===== config.mk =====
export PLATFORM = sky130hd
export DESIGN_NAME = regfile_wb_arbiter
export DESIGN_NICKNAME = d
export VERILOG_FILES = /design/src/rtl/regfile_pkg.sv /design/src/rtl/rr_arbiter.sv /design/src/rtl/regfile_wb_arbiter.sv
export SDC_FILE = /design/constraint.sdc
export NUM_CORES = 1
export LEC_CHECK = 0
export BUFFER_PORTS_ARGS = -buffer_cell sky130_fd_sc_hd__clkbuf_2
export CAP_MARGIN = 20
export CORE_MARGIN = 4
export CORE_UTILIZATION = 42
export DETAILED_ROUTE_END_ITERATION = 10
export PLACE_DENSITY_LB_ADDON = 0.15
export SETUP_SLACK_MARGIN = 0.05
export SYNTH_ARGS = -nofsm -noshare
export SYNTH_HDL_FRONTEND = slang
export SYNTH_SLANG_ARGS = --single-unit
export TNS_END_PERCENT = 50

===== constraint.sdc =====
create_clock -name clk -period 3 [get_ports clk]
set_input_delay 0.45 -clock clk [delete_from_list [all_inputs] [get_ports clk]]
set_output_delay 0.45 -clock clk [all_outputs]
set_load 0.01 [all_outputs]

===== src/rtl/regfile_pkg.sv =====
// Shared register-file constants and types used by the writeback path.
package regfile_pkg;

  localparam int unsigned XLEN       = 32;
  localparam int unsigned SELECT_LEN = 5;
  localparam int unsigned NUM_REGS   = 32;

  typedef logic [SELECT_LEN-1:0] reg_sel_t;
  typedef logic [XLEN-1:0]       xword_t;

endpackage


===== src/rtl/rr_arbiter.sv =====
// Round-robin grant generator: first requester at or after ptr, with wrap-around.
module rr_arbiter #(
  parameter int unsigned N     = 3,
  parameter int unsigned IDX_W = (N > 1) ? $clog2(N) : 1
) (
  input  logic [N-1:0]     req,
  input  logic [IDX_W-1:0] ptr,
  output logic [N-1:0]     gnt_c,
  output logic [IDX_W-1:0] gnt_idx_c
);

  always_comb begin
    int unsigned j;
    logic        found;
    gnt_c     = '0;
    gnt_idx_c = '0;
    found     = 1'b0;
    j         = 0;
    for (int unsigned k = 0; k < N; k++) begin
      j = (32'(ptr) + k) % N;
      if (!found && req[j]) begin
        gnt_c[j]  = 1'b1;
        gnt_idx_c = IDX_W'(j);
        found     = 1'b1;
      end
    end
  end

endmodule


===== src/rtl/regfile_wb_arbiter.sv =====
// Shares the register array write port among NUM_REQ writeback requesters.
// Optional perf counters are enabled with `define WB_ARB_PERF_EN.
module regfile_wb_arbiter #(
  parameter int unsigned NUM_REQ    = 3,
  parameter int unsigned XLEN       = regfile_pkg::XLEN,
  parameter int unsigned SELECT_LEN = regfile_pkg::SELECT_LEN
) (
  input  logic                         clk,
  input  logic                         reset,
  input  logic [NUM_REQ-1:0]           req_valid,
  input  logic [NUM_REQ*SELECT_LEN-1:0] req_rd,
  input  logic [NUM_REQ*XLEN-1:0]      req_data,
  output logic [NUM_REQ-1:0]           req_ready,
  output logic [SELECT_LEN-1:0]        store,
  output logic [XLEN-1:0]              store_value,
  output logic                         wb_busy
`ifdef WB_ARB_PERF_EN
  ,
  output logic [31:0]                  perf_conflicts,
  output logic [31:0]                  perf_x0_drops
`endif
);

  localparam int unsigned IDX_W = $clog2(NUM_REQ);

  logic [IDX_W-1:0]      rr_ptr_q, rr_ptr_d;
  logic [SELECT_LEN-1:0] store_q, store_d;
  logic [XLEN-1:0]       store_value_q, store_value_d;
  logic                  wb_busy_q, wb_busy_d;
  logic [NUM_REQ-1:0]    gnt;
  logic [IDX_W-1:0]      gnt_idx;
  logic                  accept;
  logic [SELECT_LEN-1:0] win_rd;
  logic [XLEN-1:0]       win_data;

  rr_arbiter #(
    .N     (NUM_REQ),
    .IDX_W (IDX_W)
  ) u_rr_arbiter (
    .req       (req_valid),
    .ptr       (rr_ptr_q),
    .gnt_c     (gnt),
    .gnt_idx_c (gnt_idx)
  );

  // Grant is suppressed during reset so nothing is accepted on the reset edge.
  always_comb begin
    req_ready = reset ? '0 : gnt;
    accept    = |req_ready;
    win_rd    = req_rd[32'(gnt_idx)*SELECT_LEN +: SELECT_LEN];
    win_data  = req_data[32'(gnt_idx)*XLEN +: XLEN];
  end

  always_comb begin
    store_d       = '0;
    store_value_d = '0;
    rr_ptr_d      = rr_ptr_q;
    if (accept) begin
      store_d       = win_rd;
      store_value_d = win_data;
      rr_ptr_d      = (32'(gnt_idx) == NUM_REQ - 1) ? '0 : IDX_W'(gnt_idx + 1'b1);
    end
    wb_busy_d = (store_d != '0);
  end

  always_ff @(posedge clk) begin
    if (reset) begin
      rr_ptr_q      <= '0;
      store_q       <= '0;
      store_value_q <= '0;
      wb_busy_q     <= 1'b0;
    end else begin
      rr_ptr_q      <= rr_ptr_d;
      store_q       <= store_d;
      store_value_q <= store_value_d;
      wb_busy_q     <= wb_busy_d;
    end
  end

  assign store       = store_q;
  assign store_value = store_value_q;
  assign wb_busy     = wb_busy_q;

`ifdef WB_ARB_PERF_EN
  logic [31:0] perf_conflicts_q, perf_conflicts_d;
  logic [31:0] perf_x0_drops_q, perf_x0_drops_d;

  // Saturating counters; a conflict is any cycle with two or more valids.
  always_comb begin
    perf_conflicts_d = perf_conflicts_q;
    perf_x0_drops_d  = perf_x0_drops_q;
    if (((req_valid & (req_valid - 1'b1)) != '0) && (perf_conflicts_q != 32'hFFFF_FFFF))
      perf_conflicts_d = perf_conflicts_q + 32'd1;
    if (accept && (win_rd == '0) && (perf_x0_drops_q != 32'hFFFF_FFFF))
      perf_x0_drops_d = perf_x0_drops_q + 32'd1;
  end

  always_ff @(posedge clk) begin
    if (reset) begin
      perf_conflicts_q <= '0;
      perf_x0_drops_q  <= '0;
    end else begin
      perf_conflicts_q <= perf_conflicts_d;
      perf_x0_drops_q  <= perf_x0_drops_d;
    end
  end

  assign perf_conflicts = perf_conflicts_q;
  assign perf_x0_drops  = perf_x0_drops_q;
`endif

endmodule


==> impl_metrics.ini <==
[worst_setup_path]
crit_top_cell = nor2b_1
worstPathRequired_ns = 2.55
arrival_ns = 2.36
crit_chain = inv_1 > ha_1 > nor2b_1 > a32oi_1 > o31a_1 > a31oi_2 > nor2b_1 > clkbuf_2
end_kind = output pin
startpoint_type = flip-flop
path_class = flip-flop to output pin
r2r_slack_ns = 0.41
critPathSlowestCell = ha_1
path_max_fanout = 10
cp_top_family = compound AO/OA/AOI/OAI gates
critPathMaxStageDelay_ns = 0.43
cp.buffers_inverters = 2

[drt]
drc = 0
routedWlPerCell_microns = 15.28
num_vias = 2453
firstDrtPassIters = 4
ant_nets = 0
routed_wl_microns = 7121
detail_route.vias_per_cell = 5.264
first_iter_violations = 174

[min_path]
hold_class = input port to flip-flop

[floorplanning]
fp.dieH_microns = 83.08
core_area_sq_um = 5473
io_pins = 157
dieArea_sq_um = 6901
num_rows = 27
dieWidth_microns = 83.08
start_util = 0.4326

[synth]
ys_types = 41
synth_cells = 239
yosysSeqAreaShare = 0.3383
synth-warning-count = 0
syn_nets = 359
syn_area_per_cell_sq_um = 9.905
ys_seq_elements = 40
syn_area_sq_um = 2367

[global_routing]
track_usage = 0.1972
grt-ovfl-total = 0
antenna_found_initial = 0
grt_max_degree = 39
grt_pass1_wl_microns = 11300
grt_pass1_vias = 2381

[layout]
diodes = 0
drive_gt1_frac = 0.5305
fillers = 510
syn2layout_area_growth_pct = 42.76
nets = 513
stdcell_count = 466

[sta]
final_hold_viol_count = 0
fin_setup_tns_ns = 0
worstMarginPinSlew_ns = 0.5689
skew_ns = 0.006193
min_period_over_period = 0.9381
setup_viol = 0
slew_headroom = 0.6208
max_freq_ghz = 0.3553
slew_viol_final = 0
fin_crit_ns = 2.814
rsz0062_at_grt = true

[power]
p_leak_nw = 1.579
ir_drop_mv = 0.4780
powerDensity_nw_per_um2 = 1013

[clock_network]
hold_buffers = 0
cts_tree = built
cts_max_path_buffers = 2
path_clk_slew_ns = 0.08
cts_root_buf = clkbuf_8
cts-buffers-inserted = 5
clk_latency_ns = 0.29
cts_sinks = 40
cts_max_level = 2

[placed_design]
dp_hpwl_microns = 5528
io_buffer_count = 156
place_inst = 453
gp_congestion = 0.8980

[run_status]
outcome = complete, no violations

[flow_run]
maxCapViolCount = 0
layout by cell type, fill, tap and decap left out, types with 2 or more instances in the layout:
cell,n
nor2_1,38
a21oi_1,6
inv_1,6
nand3_1,2
ha_1,3
clkbuf_8,6
nor2b_1,3
nor4b_1,2
a211oi_1,2
a221oi_2,20
a221oi_1,15
clkbuf_2,156
nand2b_1,2
nand2_1,5
nor3_1,2
buf_4,13
mux2_2,2
a32oi_1,3
dfxtp_1,40
mux2i_1,40
o21ai_0,3
final cells by class:
| cell class | count | area, sq um | area share |
|---|---|---|---|
| Clock buffer | 6 | 82.58 | 0.02444 |
| Inverter | 6 | 22.52 | 0.006664 |
| Sequential cell | 40 | 800.8 | 0.2369 |
| Timing Repair Buffer | 170 | 898.4 | 0.2658 |
| Multi-Input combinational cell | 170 | 1446 | 0.4280 |
| Clock inverter | 2 | 38.79 | 0.01148 |
| Tap cell | 72 | 90.09 | 0.02666 |
worst reg2reg max path, delay by kind of cell, from the launching register on:
kind,cells,cell delay [ns]
muxes,1,0.31
DFF,1,0.34
buffers and inverters,3,0.43
adders and majority gates,1,0.29
AOI/OAI and AO/OA,4,1.14
where the power goes:
| group | switching (W) | internal [W] | total (W) |
|---|---|---|---|
| Clock | 0.000189 | 0.000272 | 0.000461 |
| Sequential | 0.0000574 | 0.000749 | 0.000807 |
| Combinational | 0.00122 | 0.000936 | 0.00216 |
registers in the layout, indices dropped and copies added, names as in the netlist:
signal / cells
wb_busy: 1
rr_ptr_q: 2
store_value: 32
store: 5
cells by family (layout without fill, tap and decap cells):
kind of cell             count (synthesis)  after routing  share of synthesized area
AO/OA/AOI/OAI                           60             61                     0.2659
flip-flops                              40             40                     0.3383
buffers and inverters                   30            184                    0.06660
adder cells (fa/ha/maj)                  4              4                    0.02114
multiplexers                            44             44                     0.1892
AND/OR/NAND/NOR                         61             61                     0.1189
path summary, 6_finish.rpt:
check                                start                    endpoint  depth (start not counted)
hold / removal                req_data[63]  store_value[31]$_SDFF_PP0_                          3
hold reg to reg   rr_ptr_q[0]$_SDFFE_PP0P_    rr_ptr_q[0]$_SDFFE_PP0P_                          2
setup reg to reg  rr_ptr_q[1]$_SDFFE_PP0P_   store_value[4]$_SDFF_PP0_                          9
setup / recovery  rr_ptr_q[0]$_SDFFE_PP0P_                req_ready[0]                          8
timing repair:
action                     in CTS  in global routing
setup buffers                   0                  4
gates cloned                    0                  1
resized for setup               1                  0
pin swaps                       0                  1
setup endpoints to repair       1                  2
routing by layer:
layer	up-vias	track usage	part of all wire
met5	-	0	0
met4	0	0.08618	0.031
met3	19	0.06746	0.084
met1	1102	0.2144	0.39
met2	118	0.3455	0.50
li1	1214	-	-
cells in the mapped netlist, drive strengths merged:
master	count	area [sq um]
nor3	2	10.01
a311o	1	10.01
ha	4	50.05
o21bai	1	7.510
nor2b	4	25.02
nand2b	2	12.51
o2bb2ai	1	8.760
nand4b	1	8.760
a221oi	35	431.7
nor4b	2	17.52
clkbuf	8	30.03
o22ai	1	6.260
nor3b	1	7.510
a31o	1	8.760
or4	1	7.510
mux2	3	33.78
or3	1	6.260
a32oi	3	26.28
nand3b	1	7.510
inv	6	22.52
mux2i	41	414.1
and2b	1	7.510
a21oi	6	30.03
a22oi	1	7.510
o21ai	3	15.01
a31oi	2	18.77
a2bb2oi	1	26.28
dfxtp	40	800.8
buf	16	105.1
nand3	2	10.01
o311ai	1	8.760
nor2	38	142.6
a211oi	2	15.01
o31a	1	8.760
nand2	5	18.77
through the flow:
stage	power (W)	hold slack [ns]	utilization	instance area, sq um	worst slack, ns
6_report	0.003425	0.4192	0.6175	3379	0.1857
5_1_grt	0.003690	0.4117	0.6175	3379	0.01548
4_1_cts	0.003405	0.4034	0.6102	3339	0.06892
3_5_place_dp	0.002936	0.6233	0.5876	3216	0.2954
3_3_place_gp	0.002898	0.5993	0.5876	3216	0.3642
2_1_floorplan	0.002360	0.5228	-	2367	0.5689
(Power assumes the default switching activity.)
